===== src/rtl/datapath_seq.sv =====
// Multi-cycle register-file datapath: a command is captured in IDLE and then
// walks RDA -> RDB -> EXE -> WB, reading operands, executing and writing back.
module datapath_seq #(
  parameter int W    = 16,
  parameter int NREG = 8,
  parameter int IMMW = 8,
  localparam int AW  = $clog2(NREG)
) (
  input  logic            clk,
  input  logic            reset,
  input  logic            cmd_valid,
  output logic            cmd_ready,
  input  logic [AW-1:0]   cmd_rn,
  input  logic [AW-1:0]   cmd_rm,
  input  logic [AW-1:0]   cmd_rd,
  input  logic [1:0]      cmd_aluop,
  input  logic [1:0]      cmd_shift,
  input  logic            cmd_asel,
  input  logic            cmd_bsel,
  input  logic [IMMW-1:0] cmd_imm,
  input  logic [1:0]      cmd_wbsel,
  input  logic            cmd_we,
  input  logic            cmd_ls,
  input  logic [W-1:0]    mdata,
  input  logic [W-1:0]    pc,
  output logic [W-1:0]    result,
  output logic            n_out,
  output logic            v_out,
  output logic            z_out,
  output logic            done,
  input  logic [AW-1:0]   dbg_addr,
  output logic [W-1:0]    dbg_data
);

  typedef enum logic [2:0] {IDLE, RDA, RDB, EXE, WB} state_t;

  state_t state;

  logic [W-1:0]    regs [NREG];
  logic [W-1:0]    a_reg, b_reg, c_reg;

  logic [AW-1:0]   rn_q, rm_q, rd_q;
  logic [1:0]      aluop_q, shift_q, wbsel_q;
  logic            asel_q, bsel_q, we_q, ls_q;
  logic [IMMW-1:0] imm_q;
  logic [W-1:0]    mdata_q, pc_q;

  logic [W-1:0]    sximm, a_in, b_sh, b_in, alu_r, wb_val;
  logic            alu_v;

  always_comb begin
    sximm = W'($signed(imm_q));
    a_in  = asel_q ? '0 : a_reg;
    case (shift_q)
      2'b01:   b_sh = {b_reg[W-2:0], 1'b0};
      2'b10:   b_sh = {1'b0, b_reg[W-1:1]};
      2'b11:   b_sh = {b_reg[W-1], b_reg[W-1:1]};
      default: b_sh = b_reg;
    endcase
    b_in  = bsel_q ? sximm : b_sh;

    alu_r = '0;
    alu_v = 1'b0;
    case (aluop_q)
      2'b00: begin
        alu_r = a_in + b_in;
        alu_v = (a_in[W-1] == b_in[W-1]) && (alu_r[W-1] != a_in[W-1]);
      end
      2'b01: begin
        alu_r = a_in - b_in;
        alu_v = (a_in[W-1] != b_in[W-1]) && (alu_r[W-1] != a_in[W-1]);
      end
      2'b10:   alu_r = a_in & b_in;
      default: alu_r = ~b_in;
    endcase

    case (wbsel_q)
      2'b01:   wb_val = sximm;
      2'b10:   wb_val = mdata_q;
      2'b11:   wb_val = pc_q;
      default: wb_val = c_reg;
    endcase
  end

  always_ff @(posedge clk) begin
    if (reset) begin
      state     <= IDLE;
      cmd_ready <= 1'b1;
      done      <= 1'b0;
      a_reg     <= '0;
      b_reg     <= '0;
      c_reg     <= '0;
      n_out     <= 1'b0;
      v_out     <= 1'b0;
      z_out     <= 1'b0;
      for (int unsigned i = 0; i < NREG; i++) regs[i] <= '0;
      rn_q      <= '0;
      rm_q      <= '0;
      rd_q      <= '0;
      aluop_q   <= '0;
      shift_q   <= '0;
      wbsel_q   <= '0;
      asel_q    <= 1'b0;
      bsel_q    <= 1'b0;
      we_q      <= 1'b0;
      ls_q      <= 1'b0;
      imm_q     <= '0;
      mdata_q   <= '0;
      pc_q      <= '0;
    end else begin
      case (state)
        IDLE: begin
          if (cmd_valid) begin
            rn_q      <= cmd_rn;
            rm_q      <= cmd_rm;
            rd_q      <= cmd_rd;
            aluop_q   <= cmd_aluop;
            shift_q   <= cmd_shift;
            wbsel_q   <= cmd_wbsel;
            asel_q    <= cmd_asel;
            bsel_q    <= cmd_bsel;
            we_q      <= cmd_we;
            ls_q      <= cmd_ls;
            imm_q     <= cmd_imm;
            mdata_q   <= mdata;
            pc_q      <= pc;
            cmd_ready <= 1'b0;
            state     <= RDA;
          end
        end
        RDA: begin
          a_reg <= regs[rn_q];
          state <= RDB;
        end
        RDB: begin
          b_reg <= regs[rm_q];
          state <= EXE;
        end
        EXE: begin
          c_reg <= alu_r;
          if (ls_q) begin
            n_out <= alu_r[W-1];
            v_out <= alu_v;
            z_out <= (alu_r == '0);
          end
          done  <= 1'b1;
          state <= WB;
        end
        WB: begin
          if (we_q) regs[rd_q] <= wb_val;
          done      <= 1'b0;
          cmd_ready <= 1'b1;
          state     <= IDLE;
        end
        default: begin
          done      <= 1'b0;
          cmd_ready <= 1'b1;
          state     <= IDLE;
        end
      endcase
    end
  end

  assign result   = c_reg;
  assign dbg_data = regs[dbg_addr];

endmodule


===== config.mk =====
export PLATFORM = sky130hd
export DESIGN_NAME = datapath_seq
export DESIGN_NICKNAME = d
export VERILOG_FILES = /design/src/rtl/datapath_seq.sv
export SDC_FILE = /design/constraint.sdc
export NUM_CORES = 1
export LEC_CHECK = 0
export ABC_CLOCK_PERIOD_IN_PS = 3800
export BUFFER_PORTS_ARGS = -buffer_cell sky130_fd_sc_hd__buf_2
export CAP_MARGIN = 20
export CORE_MARGIN = 2
export CORE_UTILIZATION = 56
export DETAILED_ROUTE_END_ITERATION = 10
export PLACE_DENSITY = 0.78
export RECOVER_POWER = 50
export SLEW_MARGIN = 20
export SYNTH_ARGS = -nofsm -noshare
export SYNTH_HDL_FRONTEND = slang
export SYNTH_SLANG_ARGS = --single-unit

===== constraint.sdc =====
create_clock -name clk -period 3.8 [get_ports clk]
set_clock_uncertainty 0.2 [all_clocks]
set_input_delay 0.38 -clock clk [delete_from_list [all_inputs] [get_ports clk]]
set_output_delay 0.38 -clock clk [all_outputs]
set_load 0.02 [all_outputs]

==> key figures <==
Place
  • I/O Buffers: 101
  • Pre-CTS WS: -0.143 ns
  • GPL Wtd Cong: 0.864
  • Placed cell count: 1,725
  • DP Area: 15,500 µm²
  • Final HPWL DP: 28,800 µm

Die
  • Core ar.: 25,300 µm²
  • Initial Utilization: 57.3%
  • Die Ht: 165 µm
  • # IOs: 102
  • Die area: 27,100 µm²
  • Row cnt: 58
  • Chip width: 165 µm

Critical path
  • Setup crit end kind: flop
  • Top delay family on crit path: compound AO/OA/AOI/OAI gates
  • CP Data Arrival Time: 3.89 ns
  • Crit path cell chain: buf_4 -> buf_4 -> nand2_1 -> o21ai_0 -> mux2i_1 -> inv_1 -> ha_4 -> or4_4 -> a211oi_4 -> nor3_2 -> a2bb2oi_2 -> mux2_4 -> o21ai_0 -> buf_4 -> a21oi_1
  • Worst EP required: 4.01 ns
  • Buffers and inverters on the worst path: 4
  • Worst setup SP type: flop
  • Setup Crit Path Kind: flop to flop
  • Crit path top cell by count: buf_4
  • Slowest cell on crit path: or4_4
  • CP max FO: 7
  • Critical path's largest stage delay: 0.58 ns

STA
  • Tcrit/Tclk final: 96.7%
  • Final setup fails: 0
  • Final Critical Period: 3.67 ns
  • Slew Limit Fails: 67
  • Tightest Pin Transition: 1.84 ns
  • Fmax: 272 MHz
  • Max_slew headroom: -22.5%
  • Hold Vio Cnt, Final: 0
  • Setup slack after layout: 0.126 ns

Synth
  • Number of synthesized flops with an enable pin: 128
  • Synthesized area: 14,500 µm²
  • Async S/R FF share, synth: 0%
  • Avg Synthesized Cell Area: 10.8 µm²
  • Register area share after synthesis: 42.5%
  • Synth cell types: 72
  • Yosys Warn Count: 0
  • Synth Net Count: 1,442
  • Synth Instances: 1,343
  • Main synth FF type: edfxtp_1
  • Area share of the largest cell type after synthesis: 26.6%
  • Synth Register Bits: 243
  • Post-synth top area cell: edfxtp_1
  • Largest cells by area after synthesis: edfxtp_1, mux4_2, dfxtp_1

Final layout
  • Most frequent cells in the layout: nand2_1, edfxtp_1, mux4_2, dfxtp_1, and3_1
  • Multi-input gate area: 7940 µm²
  • Commonest non-fill, non-tap cell in the layout: nand2_1
  • Net count, final: 1,587
  • FF/Latch Area: 6160 µm²
  • Fill cell count: 1,785
  • Max reg flops: 128
  • Finished Layout Cells: 1,842
  • Register with the most flip-flops: regs
  • Synth-to-layout area growth: 18.7%
  • Layout cells sized above 1: 24.7%
  • Final instance area: 17,200 µm²

Routing
  • ANT nets after route: 0
  • DR WL/cell: 25.4 µm
  • Wire length on met1: 16,500 µm
  • Initial DRT Pass Iterations: 7
  • Met3 routed WL: 5280 µm
  • # DRC: 0
  • DR vias/cell: 6.70
  • Met2 wire len: 22,300 µm
  • Max layer used: met4
  • Vias after detailed routing: 12.3k
  • Initial DRC Count: 1,528
  • Total detailed-routing wirelength: 46,800 µm

GRT
  • First-pass GRT wire length: 70,000 µm
  • Initial antenna violation count: 3
  • GRT Total Usage: 34.6%
  • Vias in the first global route: 12.1k
  • Pin count of the biggest net entering global routing: 70
  • Congestion Overflow GR: 0

Clock tree
  • CTS tree: built
  • Clock slew at reported path FFs: 0.06 ns
  • H-Tree Depth: 1
  • Clk buf depth: 3
  • CTS Buf Count: 27
  • Num Clock Sinks: 243
  • Root Buffer: clkbuf_16
  • Clock Latency Late Sink: 0.56 ns

Status
  • Status: finished with violations
  • Failing checks: capacitance limit, slew limit

Pwr
  • Leakage: 6.63 nW
  • Max VDD drop: 0.446 mV
  • PwrDens: 444 nW/µm²

Min path
  • Hold Crit Class: input port to flop

Run
  • Max Cap Viol: 2
cells by family after synthesis:
family | count (synthesis) | synth area share [%]
simple gates | 486 | 16.5
mux | 187 | 22.9
compound gates | 233 | 10.5
xor+xnor | 8 | 0.484
buf+inv | 152 | 4.08
flops | 243 | 42.5
fa+ha+maj | 34 | 3.04
worst reg2reg max path, cell delays in order, from the launching register on:
cell and delay (ns):
dfxtp_4 0.37, buf_4 0.16, buf_4 0.14, nand2_1 0.06, o21ai_0 0.08, mux2i_1 0.22
inv_1 0.11, ha_4 0.24, or4_4 0.58, a211oi_4 0.29, nor3_2 0.10, a2bb2oi_2 0.15
mux2_4 0.32, o21ai_0 0.31, buf_4 0.17, a21oi_1 0.05
per-stage QoR:
stage / hold slack, ns / util [%] / setup TNS [ns] / power, mW
finish: 0.158 / 68.0 / 0 / 7.62
global route: 0.168 / 68.0 / -0.0555 / 7.85
CTS: 0.141 / 67.4 / 0 / 7.47
detailed placement: 0.247 / 61.3 / -0.200 / 4.75
global placement: 0.241 / 61.3 / -0.151 / 4.71
floorplan: 0.233 / - / 0 / 4.22
worst paths after layout:
kind | startpoint | endpoint | slack (ns) | cells after the start
setup / recovery | shift_q[1] | result[11] | 0.13 | 15
setup reg to reg | shift_q[1] | result[11] | 0.13 | 15
hold reg to reg | pc_q[3] | pc_q[3] | 0.26 | 2
hold / removal | reset | result[5] | 0.16 | 4
per-layer routing:
layer / vias up / global-route usage (%)
met5: - / 0
met4: 0 / 18.5
met3: 210 / 6.48
met2: 905 / 56.7
met1: 5927 / 43.8
li1: 5303 / -
cells in the mapped netlist, types with 3 or more instances:
master     number
ha_1           32
nand4_1         4
o21bai_1        3
mux2i_1        51
a211o_1         3
clkbuf_1       95
xnor2_1         6
nor2_1         78
o211ai_1       10
buf_2           4
a2111oi_0       3
nand2b_1       10
and3_1        101
o311ai_0        4
a211oi_1       42
o31a_1          3
nand3_1         8
dfxtp_1       115
nor2b_1        41
o31ai_1         4
a21boi_0        5
nor4b_1         3
a21oi_1        89
nor3b_1         4
buf_1          16
mux4_2        112
mux2_2         22
o21ai_1         3
nor4_1          5
nor3_1         16
a31oi_1         8
nand2_1       185
a21o_1          7
inv_1          32
o21ai_0        25
edfxtp_1      128
and2_1         21
timing repair:
| action | CTS | global route |
|---|---|---|
| buffers inserted | 1 | 3 |
| resized for setup | 5 | 38 |
| gates cloned | 0 | 0 |
| pin swaps | 1 | 14 |
| setup endpoints to repair | 4 | 10 |
| hold buffers | 60 | 0 |
| hold endpoints to repair | 61 | 0 |
where the power goes:
part	leakage, nW	internal, mW	total [mW]	switching (mW)
sequential	2.26	2.90	3.08	0.172
combinational	3.92	0.803	1.84	1.04
clock	0.442	1.57	2.70	1.13
cell type report:
| cell class | count | share of cell area (%) |
|---|---|---|
| multi-input combinational | 948 | 46.2 |
| inverter | 34 | 0.743 |
| timing repair buffer | 234 | 9.45 |
| clock buffer | 32 | 4.22 |
| antenna | 4 | 0.0583 |
| sequential | 243 | 35.8 |
| tap | 330 | 2.40 |
| clock inverter | 17 | 1.06 |
Power figures use the tool's default switching activity.
